$ cat config.mk
export PLATFORM = sky130hd
export DESIGN_NAME = nested_iwagu
export DESIGN_NICKNAME = d
export VERILOG_FILES = /design/src/rtl/mvu_agu_pkg.sv /design/src/rtl/zigzag_seq.sv /design/src/rtl/nested_iwagu.sv
export SDC_FILE = /design/constraint.sdc
export NUM_CORES = 1
export LEC_CHECK = 0
export ABC_AREA = 1
export CORE_MARGIN = 2
export CORE_UTILIZATION = 50
export CTS_BUF_LIST = sky130_fd_sc_hd__clkbuf_16
export CTS_CLUSTER_SIZE = 12
export DETAILED_ROUTE_END_ITERATION = 10
export HOLD_SLACK_MARGIN = 0.1
export PLACE_DENSITY = 0.72
export SLEW_MARGIN = 20
export SYNTH_ARGS = -nofsm -noshare
export SYNTH_HDL_FRONTEND = slang
export SYNTH_SLANG_ARGS = --single-unit
$ cat constraint.sdc
create_clock -name clk -period 18.7 [get_ports clk]
set_clock_uncertainty 0.1 [all_clocks]
set_input_delay 2.805 -clock clk [delete_from_list [all_inputs] [get_ports clk]]
set_output_delay 2.805 -clock clk [all_outputs]
set_load 0.02 [all_outputs]
$ cat src/rtl/mvu_agu_pkg.sv
// Shared definitions for the nested input/weight address generator:
// run-state encoding, side indices and the flattened-bus field helper.
package mvu_agu_pkg;

    typedef enum logic {
        S_IDLE = 1'b0,
        S_RUN  = 1'b1
    } agu_state_t;

    localparam int NSIDES = 2;
    localparam int SIDE_I = 0;
    localparam int SIDE_W = 1;

    // Bit offset of field k in a bus made of equal w-bit fields.
    function automatic int fld_lsb(input int k, input int w);
        return k * w;
    endfunction

endpackage

$ cat src/rtl/zigzag_seq.sv
// Zig-zag walk over (offw, offd) bit-plane pairs: anti-diagonals in order,
// offw ascending within each diagonal.
module zigzag_seq #(
    parameter int BPREC = 6
) (
    input  logic             clk,
    input  logic             clr,
    input  logic             step,
    input  logic             restart,
    input  logic [BPREC-1:0] pw,
    input  logic [BPREC-1:0] pd,
    output logic [BPREC-1:0] offw,
    output logic [BPREC-1:0] offd,
    output logic             sh,
    output logic             wrap
);

    logic [BPREC-1:0] offw_q, offw_d;
    logic [BPREC-1:0] offd_q, offd_d;
    logic [BPREC-1:0] pwm1, pdm1;
    logic [BPREC:0]   sn, nw, nd;

    assign pwm1 = pw - BPREC'(1);
    assign pdm1 = pd - BPREC'(1);

    // A diagonal ends when offw hits its ceiling or offd reaches zero.
    assign sh   = (offw_q == pwm1) || (offd_q == '0);
    assign wrap = (offw_q == pwm1) && (offd_q == pdm1);

    always_comb begin
        offw_d = offw_q;
        offd_d = offd_q;
        sn     = {1'b0, offw_q} + {1'b0, offd_q} + (BPREC+1)'(1);
        nw     = '0;
        nd     = '0;
        if (sn >= {1'b0, pd}) begin
            nw = sn - {1'b0, pd} + (BPREC+1)'(1);
        end
        nd = sn - nw;
        if (restart) begin
            offw_d = '0;
            offd_d = '0;
        end else if (step) begin
            if (wrap) begin
                offw_d = '0;
                offd_d = '0;
            end else if (!sh) begin
                offw_d = offw_q + BPREC'(1);
                offd_d = offd_q - BPREC'(1);
            end else begin
                offw_d = BPREC'(nw);
                offd_d = BPREC'(nd);
            end
        end
    end

    always_ff @(posedge clk or posedge clr) begin
        if (clr) begin
            offw_q <= '0;
            offd_q <= '0;
        end else begin
            offw_q <= offw_d;
            offd_q <= offd_d;
        end
    end

    assign offw = offw_q;
    assign offd = offd_q;

endmodule

$ cat src/rtl/nested_iwagu.sv
// Paired data/weight bank address generator: zig-zag bit-plane walk inside
// NLOOPS+1 nested word loops, with start/done handshake, repeat and abort.
module nested_iwagu
    import mvu_agu_pkg::*;
#(
    parameter int BPREC    = 6,
    parameter int BWBANKA  = 9,
    parameter int BDBANKA  = 15,
    parameter int BWLENGTH = 8,
    parameter int NLOOPS   = 4
) (
    input  logic                         clk,
    input  logic                         clr,
    input  logic                         start,
    input  logic                         abort,
    input  logic                         en,
    input  logic                         repeat_mode,
    input  logic [BPREC-1:0]             iprecision,
    input  logic [BPREC-1:0]             wprecision,
    input  logic [(NLOOPS+1)*BWLENGTH-1:0] ilength,
    input  logic [(NLOOPS+1)*BWLENGTH-1:0] wlength,
    input  logic [NLOOPS*BDBANKA-1:0]    ijump,
    input  logic [NLOOPS*BWBANKA-1:0]    wjump,
    input  logic [BDBANKA-1:0]           ibaseaddr,
    input  logic [BWBANKA-1:0]           wbaseaddr,
    output logic                         busy,
    output logic                         valid,
    output logic [BDBANKA-1:0]           iaddr_out,
    output logic [BWBANKA-1:0]           waddr_out,
    output logic                         imsb,
    output logic                         wmsb,
    output logic                         sh_out,
    output logic [NLOOPS:0]              won_j,
    output logic [NLOOPS:0]              ion_j,
    output logic                         done
);

    localparam int AMAX = (BDBANKA > BWBANKA) ? BDBANKA : BWBANKA;
    localparam int LW   = (NLOOPS+1)*BWLENGTH;

    agu_state_t state_q, state_d;
    logic       done_q, done_d;
    logic       load, run, zz_step, word_adv;

    logic [BPREC-1:0]          ipr_q, wpr_q;
    logic [LW-1:0]             ilen_q, wlen_q;
    logic [NLOOPS*BDBANKA-1:0] ijmp_q;
    logic [NLOOPS*BWBANKA-1:0] wjmp_q;
    logic [BDBANKA-1:0]        ibase_q;
    logic [BWBANKA-1:0]        wbase_q;

    logic [BPREC-1:0] offw, offd;
    logic             zz_sh, zz_wrap;

    logic [NSIDES-1:0]                fin_s;
    logic [NSIDES-1:0][AMAX-1:0]      acc_s;
    logic [NSIDES-1:0][NLOOPS:0]      onj_s;

    always_comb begin
        state_d = state_q;
        done_d  = 1'b0;
        load    = 1'b0;
        case (state_q)
            S_IDLE: begin
                if (start && !abort) begin
                    state_d = S_RUN;
                    load    = 1'b1;
                end
            end
            S_RUN: begin
                if (abort) begin
                    state_d = S_IDLE;
                end else if (en && zz_wrap && fin_s[SIDE_W] && !repeat_mode) begin
                    state_d = S_IDLE;
                    done_d  = 1'b1;
                end
            end
            default: state_d = S_IDLE;
        endcase
    end

    always_ff @(posedge clk or posedge clr) begin
        if (clr) begin
            state_q <= S_IDLE;
            done_q  <= 1'b0;
        end else begin
            state_q <= state_d;
            done_q  <= done_d;
        end
    end

    // Zero precisions are clamped to 1 so the zig-zag always has a pair.
    always_ff @(posedge clk or posedge clr) begin
        if (clr) begin
            ipr_q   <= '0;
            wpr_q   <= '0;
            ilen_q  <= '0;
            wlen_q  <= '0;
            ijmp_q  <= '0;
            wjmp_q  <= '0;
            ibase_q <= '0;
            wbase_q <= '0;
        end else if (load) begin
            ipr_q   <= (iprecision == '0) ? BPREC'(1) : iprecision;
            wpr_q   <= (wprecision == '0) ? BPREC'(1) : wprecision;
            ilen_q  <= ilength;
            wlen_q  <= wlength;
            ijmp_q  <= ijump;
            wjmp_q  <= wjump;
            ibase_q <= ibaseaddr;
            wbase_q <= wbaseaddr;
        end
    end

    assign run      = (state_q == S_RUN);
    assign zz_step  = run && en && !abort;
    assign word_adv = zz_step && zz_wrap;

    zigzag_seq #(.BPREC(BPREC)) u_zz (
        .clk     (clk),
        .clr     (clr),
        .step    (zz_step),
        .restart (load),
        .pw      (wpr_q),
        .pd      (ipr_q),
        .offw    (offw),
        .offd    (offd),
        .sh      (zz_sh),
        .wrap    (zz_wrap)
    );

    for (genvar g = 0; g < NSIDES; g++) begin : g_side
        logic [BWLENGTH-1:0]         cnt_q [NLOOPS+1];
        logic [BWLENGTH-1:0]         cnt_d [NLOOPS+1];
        logic [AMAX-1:0]             acc_q, acc_d;
        logic [NLOOPS:0]             onj_q, onj_d;
        logic [LW-1:0]               len;
        logic [NLOOPS:0][AMAX-1:0]   stepv;
        logic                        fin, found;

        assign len      = (g == SIDE_I) ? ilen_q : wlen_q;
        assign stepv[0] = (g == SIDE_I) ? AMAX'(ipr_q) : AMAX'(wpr_q);

        // Jumps are zero-extended; only the low address bits are ever used,
        // so modular wrap makes negative jumps come out right.
        for (genvar k = 1; k <= NLOOPS; k++) begin : g_jmp
            if (g == SIDE_I) begin : g_i
                assign stepv[k] = AMAX'(ijmp_q[fld_lsb(k-1, BDBANKA) +: BDBANKA]);
            end else begin : g_w
                assign stepv[k] = AMAX'(wjmp_q[fld_lsb(k-1, BWBANKA) +: BWBANKA]);
            end
        end

        always_comb begin
            fin = 1'b1;
            for (int k = 0; k <= NLOOPS; k++) begin
                if (cnt_q[k] < len[fld_lsb(k, BWLENGTH) +: BWLENGTH]) begin
                    fin = 1'b0;
                end
            end
        end

        always_comb begin
            cnt_d = cnt_q;
            acc_d = acc_q;
            onj_d = onj_q;
            found = 1'b0;
            if (load || (word_adv && fin_s[SIDE_W]) || (word_adv && fin)) begin
                for (int k = 0; k <= NLOOPS; k++) begin
                    cnt_d[k] = '0;
                end
                acc_d = '0;
                onj_d = '0;
            end else if (word_adv) begin
                onj_d = '0;
                for (int k = 0; k <= NLOOPS; k++) begin
                    if (!found) begin
                        if (cnt_q[k] < len[fld_lsb(k, BWLENGTH) +: BWLENGTH]) begin
                            found    = 1'b1;
                            cnt_d[k] = cnt_q[k] + BWLENGTH'(1);
                            onj_d[k] = 1'b1;
                            acc_d    = acc_q + stepv[k];
                        end else begin
                            cnt_d[k] = '0;
                        end
                    end
                end
            end
        end

        always_ff @(posedge clk or posedge clr) begin
            if (clr) begin
                for (int k = 0; k <= NLOOPS; k++) begin
                    cnt_q[k] <= '0;
                end
                acc_q <= '0;
                onj_q <= '0;
            end else begin
                cnt_q <= cnt_d;
                acc_q <= acc_d;
                onj_q <= onj_d;
            end
        end

        assign fin_s[g] = fin;
        assign acc_s[g] = acc_q;
        assign onj_s[g] = onj_q;
    end

    assign busy      = run;
    assign valid     = run;
    assign done      = done_q;
    assign iaddr_out = run ? BDBANKA'(AMAX'(ibase_q) + acc_s[SIDE_I] + AMAX'(offd)) : '0;
    assign waddr_out = run ? BWBANKA'(AMAX'(wbase_q) + acc_s[SIDE_W] + AMAX'(offw)) : '0;
    assign imsb      = run && (offd == '0);
    assign wmsb      = run && (offw == '0);
    assign sh_out    = run && zz_sh;
    assign ion_j     = run ? onj_s[SIDE_I] : '0;
    assign won_j     = run ? onj_s[SIDE_W] : '0;

endmodule

======== Yosys cells after proc, flatten, opt, wreduce, memory -nomap -nowiden ========
Index checks and enable logic that the tools add are counted.
storage, ports and cells
  input port bits ......................... 218
  output and inout bits ................... 40
  register bits ........................... 346
  word-level logic and storage cells ...... 240
cells by class
  bitwise logic cells ..................... 1
  add/sub/neg operators ................... 33
  reduce and logical (&&, ||, !) cells .... 34
  mux-type cells .......................... 125
  equality and inequality tests ........... 10
  magnitude comparators ................... 11
operators with widths
  kind                                               count
  two-way mux 15 bit                                 27
  two-way mux 40 bit                                 4
  two-way mux 8 bit                                  18
  adder 8 x 1 -> 8 bit (second input constant)       10
  less-than comparator 8 bit                         10
  adder 15 bit                                       5
  two-way mux 6 bit                                  11
  adder 15 x 9 -> 15 bit                             4
  two-way mux 1 bit                                  57
  adder 15 x 6 -> 15 bit                             3
  two-way mux 5 bit                                  6
  zero test 6 bit                                    4
  subtractor 6 x 1 -> 6 bit (second input constant)  3
  inequality test 2 bit (second input constant)      8
  AND reduction 2 bit                                8
  logical AND 1 bit                                  13
  adder 6 x 1 -> 6 bit (second input constant)       2
  equality test 6 bit                                2
  subtractor 6 bit                                   2
  adder 9 x 6 -> 9 bit                               1
  adder 9 bit                                        1
  two-way mux 9 bit                                  1
  adder 6 x 6 -> 7 bit                               1
  adder 7 x 1 -> 7 bit (second input constant)       1
  other kinds (6)                                    12

======== Depth between registers and ports, before layout ========
Gate-level depths: netlist of run 1.
  depth in word-level cells ............... 22
  depth in mapped cells ................... 24
  depth with buffers taken out ............ 24

======== Hierarchy ========
Synthesis of run 1 repeated with hierarchy kept, for this count alone.
second synthesis, totals
  cells, all modules ...................... 3,386
  area, all modules ....................... 24,867.6 um2
by module, submodules not included
  module        area an instance (um2)  cells an instance  sequential area each (um2)  instances
  nested_iwagu  22,929.5                3,092              8,207.9                     1
  zigzag_seq    1,938.1                 294                300.3                       1

======== Worst setup path before layout of run 1 ========
Ideal clock, no wire load.
  path kind ............................... register to output
  start point ............................. register g_side[0].acc_q[1]
  end point ............................... output iaddr_out[13]
  path buffers ............................ 0
  stages on the path, launching flop included .. 15
  slack ................................... 13,111 ps
  required time ........................... 15,795 ps
  arrival time ............................ 2,684 ps
  path through ............................ dfrtp_1 fa_1 ha_1 fa_1 nand3_1 o211ai_1 nand2_1 nand2_1 nand2_1 a21oi_1 nand2_1 nand2_1 a21oi_1 a21oi_1 o21a_1
between the ends
  word-level cells in the longest chain between the ends .. 3
ends and longest elaborated chain
  what                      line                 source
  start: declaration        nested_iwagu.sv:135  logic [AMAX-1:0] acc_q, acc_d;
  start signal: assignment  nested_iwagu.sv:196  acc_q <= '0;
  start signal: assignment  nested_iwagu.sv:200  acc_q <= acc_d;
  adder 15 bit              nested_iwagu.sv:213  assign iaddr_out = run ? BDBANKA'(AMAX'(ibase_q) + acc_s[SIDE_I] + AMAX'(offd)) : '0;
  adder 15 x 6 -> 15 bit    nested_iwagu.sv:213
  two-way mux 15 bit        nested_iwagu.sv:213
  end: declaration          nested_iwagu.sv:28   output logic [BDBANKA-1:0] iaddr_out,
Every way passes these cells.

======== Final worst setup path of run 1 ========
Ends and elaborated chain as after synthesis.

==> reports/results.txt, run 1 <==
Pre-antenna DRT Iters -> 5
Mean Syn Cell Area -> 7.365 um2
Psw -> 1.508 mW
Clock power share -> 0.222
CP Capture Point -> iaddr_out[13]
Row count -> 81
Family with the most delay on the worst path -> adder cells
Cell-internal power -> 1.964 mW
Crit path required time -> 15.79 ns
Post-DP HPWL -> 51300 um
Fillers -> 4572
# DRC -> 0
Sequential fraction of design power -> 0.303
Number of DRC markers in iteration 0 -> 1735
Number of diodes -> 0
Drt wl/cell -> 16.34 um
Vias -> 22600
Crit path largest cell delay -> 0.75 ns
Post-Route WL -> 69620 um
Startpoint types -> flip-flop
Synth area leaders -> dfrtp_1, nand2_1, ha_1
Cell taking the most area after synthesis -> dfrtp_1
Num CTS Buffers -> 42
Max IR drop VDD -> 0.0001865 V
Run status -> finished, final reports clean
Synthesized Nets -> 3821
DR WL met2 -> 30910 um
Setup bufs post-CTS -> 0
Setup CP Type -> reg2out
Count of different cell masters after synthesis -> 52
Commonest cells after routing, fill and taps aside -> nand2_1, dfrtp_1, inv_1
Core Area -> 48750 um2
Reg-to-reg slack, setup -> 14.16 ns
CTS H-tree lvls -> 2
Rel. slew slack -> 0.2887
Clock Tree Root -> clkbuf_16
PostCTS Resize Cnt -> 0
Total GRT Usage -> 0.2799
Nets -> 4047
HP Class -> reg2reg
Clk buf depth -> 3
Final period util -> 0.3749
Worst r2r src -> u_zz.offw[0]
Largest net degree at the start of global routing -> 186
Combinational Power Share -> 0.475
CTS tree -> done
Net Sw Frac -> 0.4344
Worst path bufs/invs -> 1
Top sig layer -> met4
Commonest non-fill, non-tap cell in the layout -> nand2_1
Reg area -> 8509 um2
Post-route setup TNS -> 0 ns
Arr. time, crit path -> 4.10 ns
RSZ-0062 raised after global routing -> false
Top cell by count, worst path -> nand2_1
Vias per cell -> 5.303
Mapped Area -> 24580 um2
Post-route ant nets -> 0
Hold_buf cts -> 0
Final setup viols -> 0
Post-synthesis sequential area ratio -> 0.3462
Critical Path Slowest Stage Cell -> dfrtp_1
Die height -> 225.7 um
Multi-input gate area -> 14410 um2
Placed inst area -> 27700 um2
First-pass GRT wire length -> 113700 um
Starting Density -> 0.5041
CTS sink count -> 340
Yosys top cell area share -> 0.3462
Final Hold Viols -> 0
Die area -> 50940 um2
Cell leakage power -> 15.00 nW
Layout cells sized above 1 -> 0.03531
Reg2Reg Depth -> 22
PwrDens -> 119.8 nW/um2
Fmax -> 142.7 MHz
Tightest Pin Transition -> 1.067 ns
Total gr overflow -> 0
Initial antenna violation count -> 0
CP Max Fanout -> 13
Area grow syn2layout -> 17.94%
Syn Inst Count -> 3337
# IOs -> 258
Yosys warns -> 0
Die width -> 225.7 um
Design area -> 28990 um2
RePlAce Congestion -> 0.9675
Vias in the first global route -> 21910
Register bit count reported by yosys -> 340
Critical R2R Capture -> u_zz.offd[5]
Fin crit period -> 7.010 ns
Critical path capture point type -> output pin
Max Cap Violations -> 0
Clk pin slew, worst setup/hold paths -> 0.06 ns
Clk_lat worst skew -> 0.59 ns
Met1 wire length -> 32260 um
Worst-path cell chain -> fa_1, ha_1, fa_1, nand3_1, o211ai_1, nand2_1, nand2_1, nand2_1, a21oi_1, nand2_1, nand2_1, a21oi_1, a21oi_1, o21a_1, clkdlybuf4s50_1
Worst setup startpoint -> g_side[0].acc_q[1]
Routed length on met3 -> 3960 um
Slew Viols, Final -> 0
Port bufs -> 257
Critical path depth in cells -> 15
[tightest hold or removal path, delay by kind of cell (launching register included)]
family | cells | cell delay [ns]
AND/OR/NAND/NOR | 2 | 0.11
flip-flops | 1 | 0.34
[registers in the layout (all words and copies together) (netlist names)]
signal	count
g_side.cnt_q	80
g_side.len	80
ijmp_q	60
wjmp_q	36
g_side.acc_q	24
ibase_q	15
g_side.onj_q	10
wbase_q	9
ipr_q	6
u_zz.offd	6
u_zz.offw	6
wpr_q	6
busy	1
done	1
[logic make-up after synthesis]
group	after synthesis	share of synthesized area
adders and majority gates	266	0.1440
xor gates and xnor gates	147	0.05295
DFF	340	0.3462
and+or+nand+nor	1655	0.2797
AOI/OAI and AO/OA	502	0.1090
buffers and inverters	427	0.06817
[layer usage]
layer,vias to the layer above,GRT usage
met1,10540,0.3942
met5,-,0
met4,0,0.09977
li1,11310,-
met2,619,0.4428
met3,132,0.03578
[power by group through the flow]
stage | clock network, mW | logic (mW) | registers [mW]
5_1_grt | 0.817 | 1.89 | 1.07
4_1_cts | 0.785 | 1.64 | 1.05
3_3_place_gp | 0 | 1.61 | 1.06
6_report | 0.770 | 1.65 | 1.05
2_1_floorplan | 0 | 1.22 | 0.993
3_5_place_dp | 0 | 1.63 | 1.06
[Yosys cell counts, drive strengths merged]
library cell / instances
o22ai: 8
clkinv: 3
a31oi: 12
ha: 238
o21bai: 9
xnor3: 1
o311ai: 1
dfrtp: 340
or2: 20
xnor2: 51
nand4: 49
buf: 26
a21o: 6
o2111ai: 3
inv: 341
a22oi: 2
o31ai: 1
xor2: 95
a31o: 2
fa: 28
and3: 3
nand3: 187
a211oi: 2
clkbuf: 57
nor3b: 2
a21boi: 1
nand2: 1145
nor2: 203
nand3b: 14
o21a: 6
a21oi: 186
nor3: 28
o211ai: 19
o21ai: 244
and2: 4
[worst min-delay path by stage]
stage / start / endpoint / slack [ns] / cells past startpoint
after floorplan: g_side[0].len[0] / g_side[0].len[0] / 0.35 / 2
after global placement: g_side[1].len[8] / g_side[1].len[8] / 0.37 / 2
after detailed placement: g_side[0].len[8] / g_side[0].len[8] / 0.37 / 2
after CTS: g_side[1].onj_q[2] / g_side[1].onj_q[2] / 0.39 / 2
after global routing: ijmp_q[13] / ijmp_q[13] / 0.41 / 2
final: g_side[1].len[8] / g_side[1].len[8] / 0.38 / 2
[through the flow]
| step | util | cells | setup slack, ns | hold WS, ns | power (mW) |
|---|---|---|---|---|---|
| finish | 0.5946 | 4261 | 11.69 | 0.3846 | 3.472 |
| floorplan | - | 3337 | 6.372 | 0.3492 | 2.212 |
| global placement | 0.5682 | 4183 | 12.34 | 0.3670 | 2.662 |
| detailed placement | 0.5682 | 4183 | 12.29 | 0.3652 | 2.690 |
| CTS | 0.5946 | 4261 | 11.65 | 0.3858 | 3.479 |
| global route | 0.5946 | 4261 | 11.29 | 0.4107 | 3.778 |
[final cells by class]
type                            count  share of cell area
Sequential cell                   340              0.2936
Tap cell                          664             0.02866
Clock inverter                     35            0.007252
Clock buffer                       43             0.03712
Inverter                          344             0.04515
Timing Repair Buffer              265             0.09125
Multi-Input combinational cell   2570              0.4970
Power figures use the tool's default switching activity.
==> run 2, diff against run 1 <==
--- a/config.mk
+++ b/config.mk
@@ -12,7 +12,7 @@
 export CTS_CLUSTER_SIZE = 12
 export DETAILED_ROUTE_END_ITERATION = 10
 export HOLD_SLACK_MARGIN = 0.1
-export PLACE_DENSITY = 0.72
+export PLACE_DENSITY = 0.75
 export SLEW_MARGIN = 20
 export SYNTH_ARGS = -nofsm -noshare
 export SYNTH_HDL_FRONTEND = slang
==> constraint.sdc (replaced) <==
create_clock -name clk -period 5.8 [get_ports clk]
set_clock_uncertainty 0.1 [all_clocks]
set_input_delay 0.87 -clock clk [delete_from_list [all_inputs] [get_ports clk]]
set_output_delay 0.87 -clock clk [all_outputs]
set_load 0.02 [all_outputs]
==> run 2 against run 1 <==
Worst hold slack got worse by 0.0024 ns. Via count up 0.19%. Power increased to 3.2 times the previous value. Critical path depth did not move. First-iteration DRC count fell by 0.23%. Die area unchanged. Utilization rose by 0.11 points. Sequential share of layout area down 0.056 points. Setup slack worse by 11 ns. Cell count rose by 0.16%. Design area up 0.19%. Register-to-register slack worse by 13 ns. Critical path type unchanged.
==> reports/results.txt, run 2 (synthesis results as in run 1) <==
Die area -> 50940 um2 (unchanged)
Hold_buf cts -> 0 (unchanged)
PostCTS Resize Cnt -> 0 (unchanged)
Placed insts -> 4193 (was 4183)
Largest net degree at the start of global routing -> 134 (was 186)
Num CTS Buffers -> 41 (was 42)
Post-route ant nets -> 0 (unchanged)
Drt wl/cell -> 16.43 um (was 16.34 um)
PwrDens -> 383.5 nW/um2 (was 119.8 nW/um2)
Final setup viols -> 0 (unchanged)
Setup CP Type -> reg2out (unchanged)
Final hold slack -> 0.3822 ns (was 0.3846 ns)
Port bufs -> 257 (unchanged)
Tot Pwr -> 11.14 mW (was 3.472 mW)
Area grow syn2layout -> 18.17% (was 17.94%)
Max IR drop VDD -> 0.0007666 V (was 0.0001865 V)
RePlAce Congestion -> 0.9505 (was 0.9675)
Post-DP HPWL -> 52080 um (was 51300 um)
CTS H-tree lvls -> 2 (unchanged)
Fin crit period -> 5.067 ns
Arr. time, crit path -> 4.10 ns (about the same)
Starting Density -> 0.5041 (unchanged)
# IOs -> 258 (unchanged)
Fmax -> 197.4 MHz
Slew Viols, Final -> 0 (unchanged)
RSZ-0062 raised after global routing -> false (unchanged)
CTS sink count -> 340 (unchanged)
Startpoint types -> flip-flop (unchanged)
Non-filler cells, final -> 4268 (was 4261)
Clk buf depth -> 3 (unchanged)
CP Max Fanout -> 13 (unchanged)
HP Class -> reg2reg (unchanged)
Setup bufs post-CTS -> 0 (unchanged)
Total gr overflow -> 0 (unchanged)
Rel. slew slack -> 0.3372 (was 0.2887)
Worst setup startpoint -> g_side[0].acc_q[1] (unchanged)
Post-route setup TNS -> 0 ns (unchanged)
Pre-antenna DRT Iters -> 5 (unchanged)
Commonest cells after routing, fill and taps aside -> nand2_1, inv_1, dfrtp_1 (was nand2_1, dfrtp_1, inv_1)
Critical path capture point type -> output pin (unchanged)
Final Hold Viols -> 0 (unchanged)
Die width -> 225.7 um (unchanged)
Layout cells sized above 1 -> 0.03690 (was 0.03531)
Crit path required time -> 4.83 ns (was 15.79 ns)
Post-Route WL -> 70140 um (was 69620 um)
Number of DRC markers in iteration 0 -> 1731 (was 1735)
Nets -> 4056 (was 4047)
Cell leakage power -> 15.05 nW (was 15.00 nW)
Number of diodes -> 0 (unchanged)
Run status -> finished, final reports clean (unchanged)
CTS tree -> done (unchanged)
Die height -> 225.7 um (unchanged)
Row count -> 81 (unchanged)
Worst r2r src -> u_zz.offw[0] (unchanged)
Tightest Pin Transition -> 0.9942 ns (was 1.067 ns)
Max Cap Violations -> 0 (unchanged)
Vias in the first global route -> 21900 (was 21910)
Vias per cell -> 5.305 (was 5.303)
Clock Tree Root -> clkbuf_16 (unchanged)
Clk_lat worst skew -> 0.58 ns (was 0.59 ns)
Hold path start -> g_side[1].onj_q[2] (was g_side[1].len[8])
# DRC -> 0 (unchanged)
Commonest non-fill, non-tap cell in the layout -> nand2_1 (unchanged)
Total GRT Usage -> 0.2791 (was 0.2799)
Initial antenna violation count -> 0 (unchanged)
Vias -> 22640 (was 22600)
Final period util -> 0.8736
First-pass GRT wire length -> 113100 um (was 113700 um)
Core Area -> 48750 um2 (unchanged)
Clk pin slew, worst setup/hold paths -> 0.06 ns (about the same)
run 2: cell count changes in the layout (fill, tap and decap cells not counted), sizes merged:
| cell | previous run | this run |
|---|---|---|
| clkinv | 22 | 19 |
| buf | 8 | 18 |
run 2: where the power goes:
group	switching, mW	internal (mW)	total (mW)	leakage (nW)
Combinational	3.25	2.12	5.36	10.1
Sequential	0.533	2.83	3.36	4.34
Clock	1.04	1.38	2.41	0.650
Total	4.82	6.32	11.1	15.1
run 2: layer usage:
| metal | track usage | up-vias | routed length [um] |
|---|---|---|---|
| met3 | 0.04150 | 145 | 3934 |
| met2 | 0.4429 | 637 | 31320 |
| met4 | 0.1049 | 0 | 2611 |
| met1 | 0.3859 | 10530 | 32270 |
| li1 | - | 11330 | - |
| met5 | 0 | - | 0 |
run 2: worst max-delay path: stages (launching register included):
cell and delay [ns]:
dfrtp_1 0.76, fa_1 0.54, ha_1 0.28, fa_1 0.43, nand3_1 0.11, o211ai_1 0.13
nand2_1 0.09, nand2_1 0.08, nand2_1 0.07, a21oi_1 0.08, nand2_1 0.06, nand2_1 0.04
a21oi_1 0.15, a21oi_1 0.08, o21a_1 0.11, clkdlybuf4s50_1 0.53
run 2: cell type report:
| cell class | instances | area, um2 |
|---|---|---|
| inverters | 344 | 1305 |
| clock inverters | 32 | 168.9 |
| clock buffers | 43 | 1076 |
| multi-input cells | 2570 | 14410 |
| repair buffers | 275 | 2745 |
| well taps | 664 | 830.8 |
| fillers | 4482 | 19710 |
| flip-flops and latches | 340 | 8509 |
run 2: worst paths after layout:
check / end / slack [ns] / depth (start not counted)
max: iaddr_out[13] / 0.73 / 15
min: g_side[1].onj_q[2] / 0.38 / 2
max reg2reg: u_zz.offd[5] / 1.41 / 22
min reg2reg: g_side[1].onj_q[2] / 0.38 / 2
max in group asynchronous: busy / 3.77 / 3
min in group asynchronous: g_side[1].len[21] / 0.69 / 2
run 2: per-stage QoR:
stage / util / worst slack [ns] / instance area (um2)
after floorplan: - / 0.2835 / 24580
after global placement: 0.5702 / 1.392 / 27800
after detailed placement: 0.5702 / 1.339 / 27800
after CTS: 0.5957 / 0.7209 / 29040
after global routing: 0.5957 / 0.4515 / 29040
final: 0.5957 / 0.7331 / 29040
==> run 3, diff against run 2 <==
--- a/config.mk
+++ b/config.mk
@@ -7,12 +7,11 @@
 export LEC_CHECK = 0
 export ABC_AREA = 1
 export CORE_MARGIN = 2
-export CORE_UTILIZATION = 50
+export CORE_UTILIZATION = 42
 export CTS_BUF_LIST = sky130_fd_sc_hd__clkbuf_16
 export CTS_CLUSTER_SIZE = 12
 export DETAILED_ROUTE_END_ITERATION = 10
 export HOLD_SLACK_MARGIN = 0.1
-export PLACE_DENSITY = 0.75
 export SLEW_MARGIN = 20
 export SYNTH_ARGS = -nofsm -noshare
 export SYNTH_HDL_FRONTEND = slang
==> run 3 against run 2 <==
Routed wire length grew 2.9%. Clock power grew 2%. Critical path type unchanged. First-iteration DRC count shrank 27%. Highest routed layer is now met5. Critical endpoint unchanged. Setup slack gained 0.012 ns. Combinational power is essentially flat. Via count shrank 2.7%. Sequential share of layout area shrank 0.12 points. Critical path depth is the same.
==> reports/results.txt, run 3 (synthesis results as in run 1) <==
Initial antenna violation count -> 1 (was 0)
Setup bufs post-CTS -> 0 (unchanged)
Cell leakage power -> 15.04 nW (was 15.05 nW)
Die height -> 245.9 um (was 225.7 um)
Number of DRC markers in iteration 0 -> 1272 (was 1731)
Multi-input gate area -> 14410 um2 (unchanged)
Hold_buf cts -> 0 (unchanged)
Area grow syn2layout -> 18.64% (was 18.17%)
Reg-to-reg slack, setup -> 1.38 ns (was 1.41 ns)
Top Usage Layer GRT -> met2 (unchanged)
Arr. time, crit path -> 4.08 ns (was 4.10 ns)
Total gr overflow -> 0 (unchanged)
Post-Route WL -> 72160 um (was 70140 um)
Layout cells sized above 1 -> 0.03754 (was 0.03690)
Critical path capture point type -> output pin (unchanged)
Met2 global-route usage -> 0.3730 (was 0.4429)
Max Cap Violations -> 0 (unchanged)
M3 GR Usage -> 0.03296 (was 0.04150)
Worst-path cell chain -> fa_1, ha_1, fa_1, nand3_1, o211ai_1, nand2_1, nand2_1, nand2_1, a21oi_1, nand2_1, nand2_1, a21oi_1, a21oi_1, o21a_1, clkdlybuf4s50_1 (unchanged)
Family with the most delay on the worst path -> adder cells (unchanged)
Reg area -> 8509 um2 (unchanged)
Final Hold Viols -> 0 (unchanged)
Port bufs -> 257 (unchanged)
Worst-case hold path end point -> g_side[0].len[24] (was g_side[1].onj_q[2])
Fmax -> 197.8 MHz (was 197.4 MHz)
Post-route ant nets -> 0 (unchanged)
Total GRT Usage -> 0.2398 (was 0.2791)
Starting Density -> 0.4252 (was 0.5041)
Critical Path Slowest Stage Cell -> dfrtp_1 (unchanged)
RePlAce Congestion -> 0.9072 (was 0.9505)
HP Class -> reg2reg (unchanged)
Crit path largest cell delay -> 0.75 ns (was 0.76 ns)
CTS sink count -> 340 (unchanged)
Commonest non-fill, non-tap cell in the layout -> nand2_1 (unchanged)
Placed insts -> 4291 (was 4193)
Pre-antenna DRT Iters -> 5 (unchanged)
Number of diodes -> 0 (unchanged)
Crit path required time -> 4.83 ns (about the same)
Nets -> 4053 (was 4056)
Num CTS Buffers -> 41 (unchanged)
Final setup viols -> 0 (unchanged)
Vias in the first global route -> 21230 (was 21900)
Slew Viols, Final -> 0 (unchanged)
Core Area -> 57810 um2 (was 48750 um2)
Final period util -> 0.8715 (was 0.8736)
CTS tree -> done (unchanged)
Commonest cells after routing, fill and taps aside -> nand2_1, dfrtp_1, inv_1 (was nand2_1, inv_1, dfrtp_1)
Clock Tree Root -> clkbuf_16 (unchanged)
CTS H-tree lvls -> 2 (unchanged)
Run status -> finished, final reports clean (unchanged)
Pre-CTS WS -> 1.347 ns (was 1.339 ns)
PwrDens -> 382.9 nW/um2 (was 383.5 nW/um2)
Worst r2r src -> u_zz.offw[0] (unchanged)
# IOs -> 258 (unchanged)
Top cell by count, worst path -> nand2_1 (unchanged)
CP Max Fanout -> 13 (unchanged)
Rel. slew slack -> 0.3441 (was 0.3372)
RSZ-0062 raised after global routing -> false (unchanged)
Fillers -> 5818 (was 4482)
Vias -> 22030 (was 22640)
# DRC -> 0 (unchanged)
Critical R2R Capture -> u_zz.offd[5] (unchanged)
Clk_lat worst skew -> 0.58 ns (about the same)
Worst hold path depth -> 2 (unchanged)
Setup CP Type -> reg2out (unchanged)
Post-DP HPWL -> 53800 um (was 52080 um)
Largest net degree at the start of global routing -> 154 (was 134)
Die area -> 60460 um2 (was 50940 um2)
Max IR drop VDD -> 0.0005376 V (was 0.0007666 V)
Die width -> 245.9 um (was 225.7 um)
Tot Pwr -> 11.16 mW (was 11.14 mW)
Worst path bufs/invs -> 1 (unchanged)
Vias per cell -> 5.052 (was 5.305)
First-pass GRT wire length -> 115300 um (was 113100 um)
Tightest Pin Transition -> 0.9838 ns (was 0.9942 ns)
Row count -> 88 (was 81)
Reg2Reg Depth -> 22 (unchanged)
Post-route setup TNS -> 0 ns (unchanged)
Fin crit period -> 5.055 ns (was 5.067 ns)
Drt wl/cell -> 16.55 um (was 16.43 um)
Non-filler cells, final -> 4361 (was 4268)
Final setup margin -> 0.7454 ns (was 0.7331 ns)
PostCTS Resize Cnt -> 0 (unchanged)
Clk buf depth -> 3 (unchanged)
GR Layer Usage met1 -> 0.3424 (was 0.3859)
Final hold slack -> 0.3832 ns (was 0.3822 ns)
Startpoint types -> flip-flop (unchanged)
Hold path start -> g_side[0].len[24] (was g_side[1].onj_q[2])
Clk pin slew, worst setup/hold paths -> 0.06 ns (about the same)
run 3: cell count changes in the layout (fill, tap and decap cells not counted), sizes merged:
cell | before | now
buf | 18 | 15
clkbuf | 43 | 42
clkinvlp | 3 | 1
inv | 353 | 347
clkinv | 19 | 22
bufinv | 1 | 2
run 3: tightest hold or removal path: cells and delay by family (launching register included):
kind	cells	cell delay [ns]
flip-flops	1	0.34
AND/OR/NAND/NOR	2	0.11
run 3: metrics by stage:
stage | area, um2 | util
2_1_floorplan | 24580 | -
3_3_place_gp | 27900 | 0.4826
3_5_place_dp | 27900 | 0.4826
4_1_cts | 29160 | 0.5044
5_1_grt | 29160 | 0.5044
6_report | 29160 | 0.5044
run 3: worst max-delay path by stage:
| stage | cells after the start | endpoint | startpoint | slack (ns) |
|---|---|---|---|---|
| after global routing | 15 | iaddr_out[13] | g_side[0].acc_q[1] | 0.42 |
| after CTS | 15 | iaddr_out[13] | g_side[0].acc_q[1] | 0.71 |
| after detailed placement | 15 | iaddr_out[13] | g_side[0].acc_q[1] | 1.35 |
| after global placement | 15 | iaddr_out[13] | g_side[0].acc_q[1] | 1.35 |
| after floorplan | 1 | busy | clr | 0.28 |
| final | 15 | iaddr_out[13] | g_side[0].acc_q[1] | 0.75 |
run 3: final cells by class:
cell class,instances,area share
sequential,340,0.2918
inverter,344,0.04476
multi-input combinational,2570,0.4940
clock inverter,28,0.007123
clock buffer,42,0.03605
tap,765,0.03283
timing repair buffer,272,0.09337
run 3: power by group:
group	switching, mW	total [mW]	internal (mW)
Combinational	3.23	5.34	2.11
Sequential	0.529	3.36	2.83
Clock	1.07	2.47	1.40
run 3: metal layers:
layer / routed length, um / vias to the layer above
met5: 16 / -
met4: 2270 / 2
met3: 3680 / 110
met2: 31530 / 495
met1: 34660 / 10110
li1: - / 11320
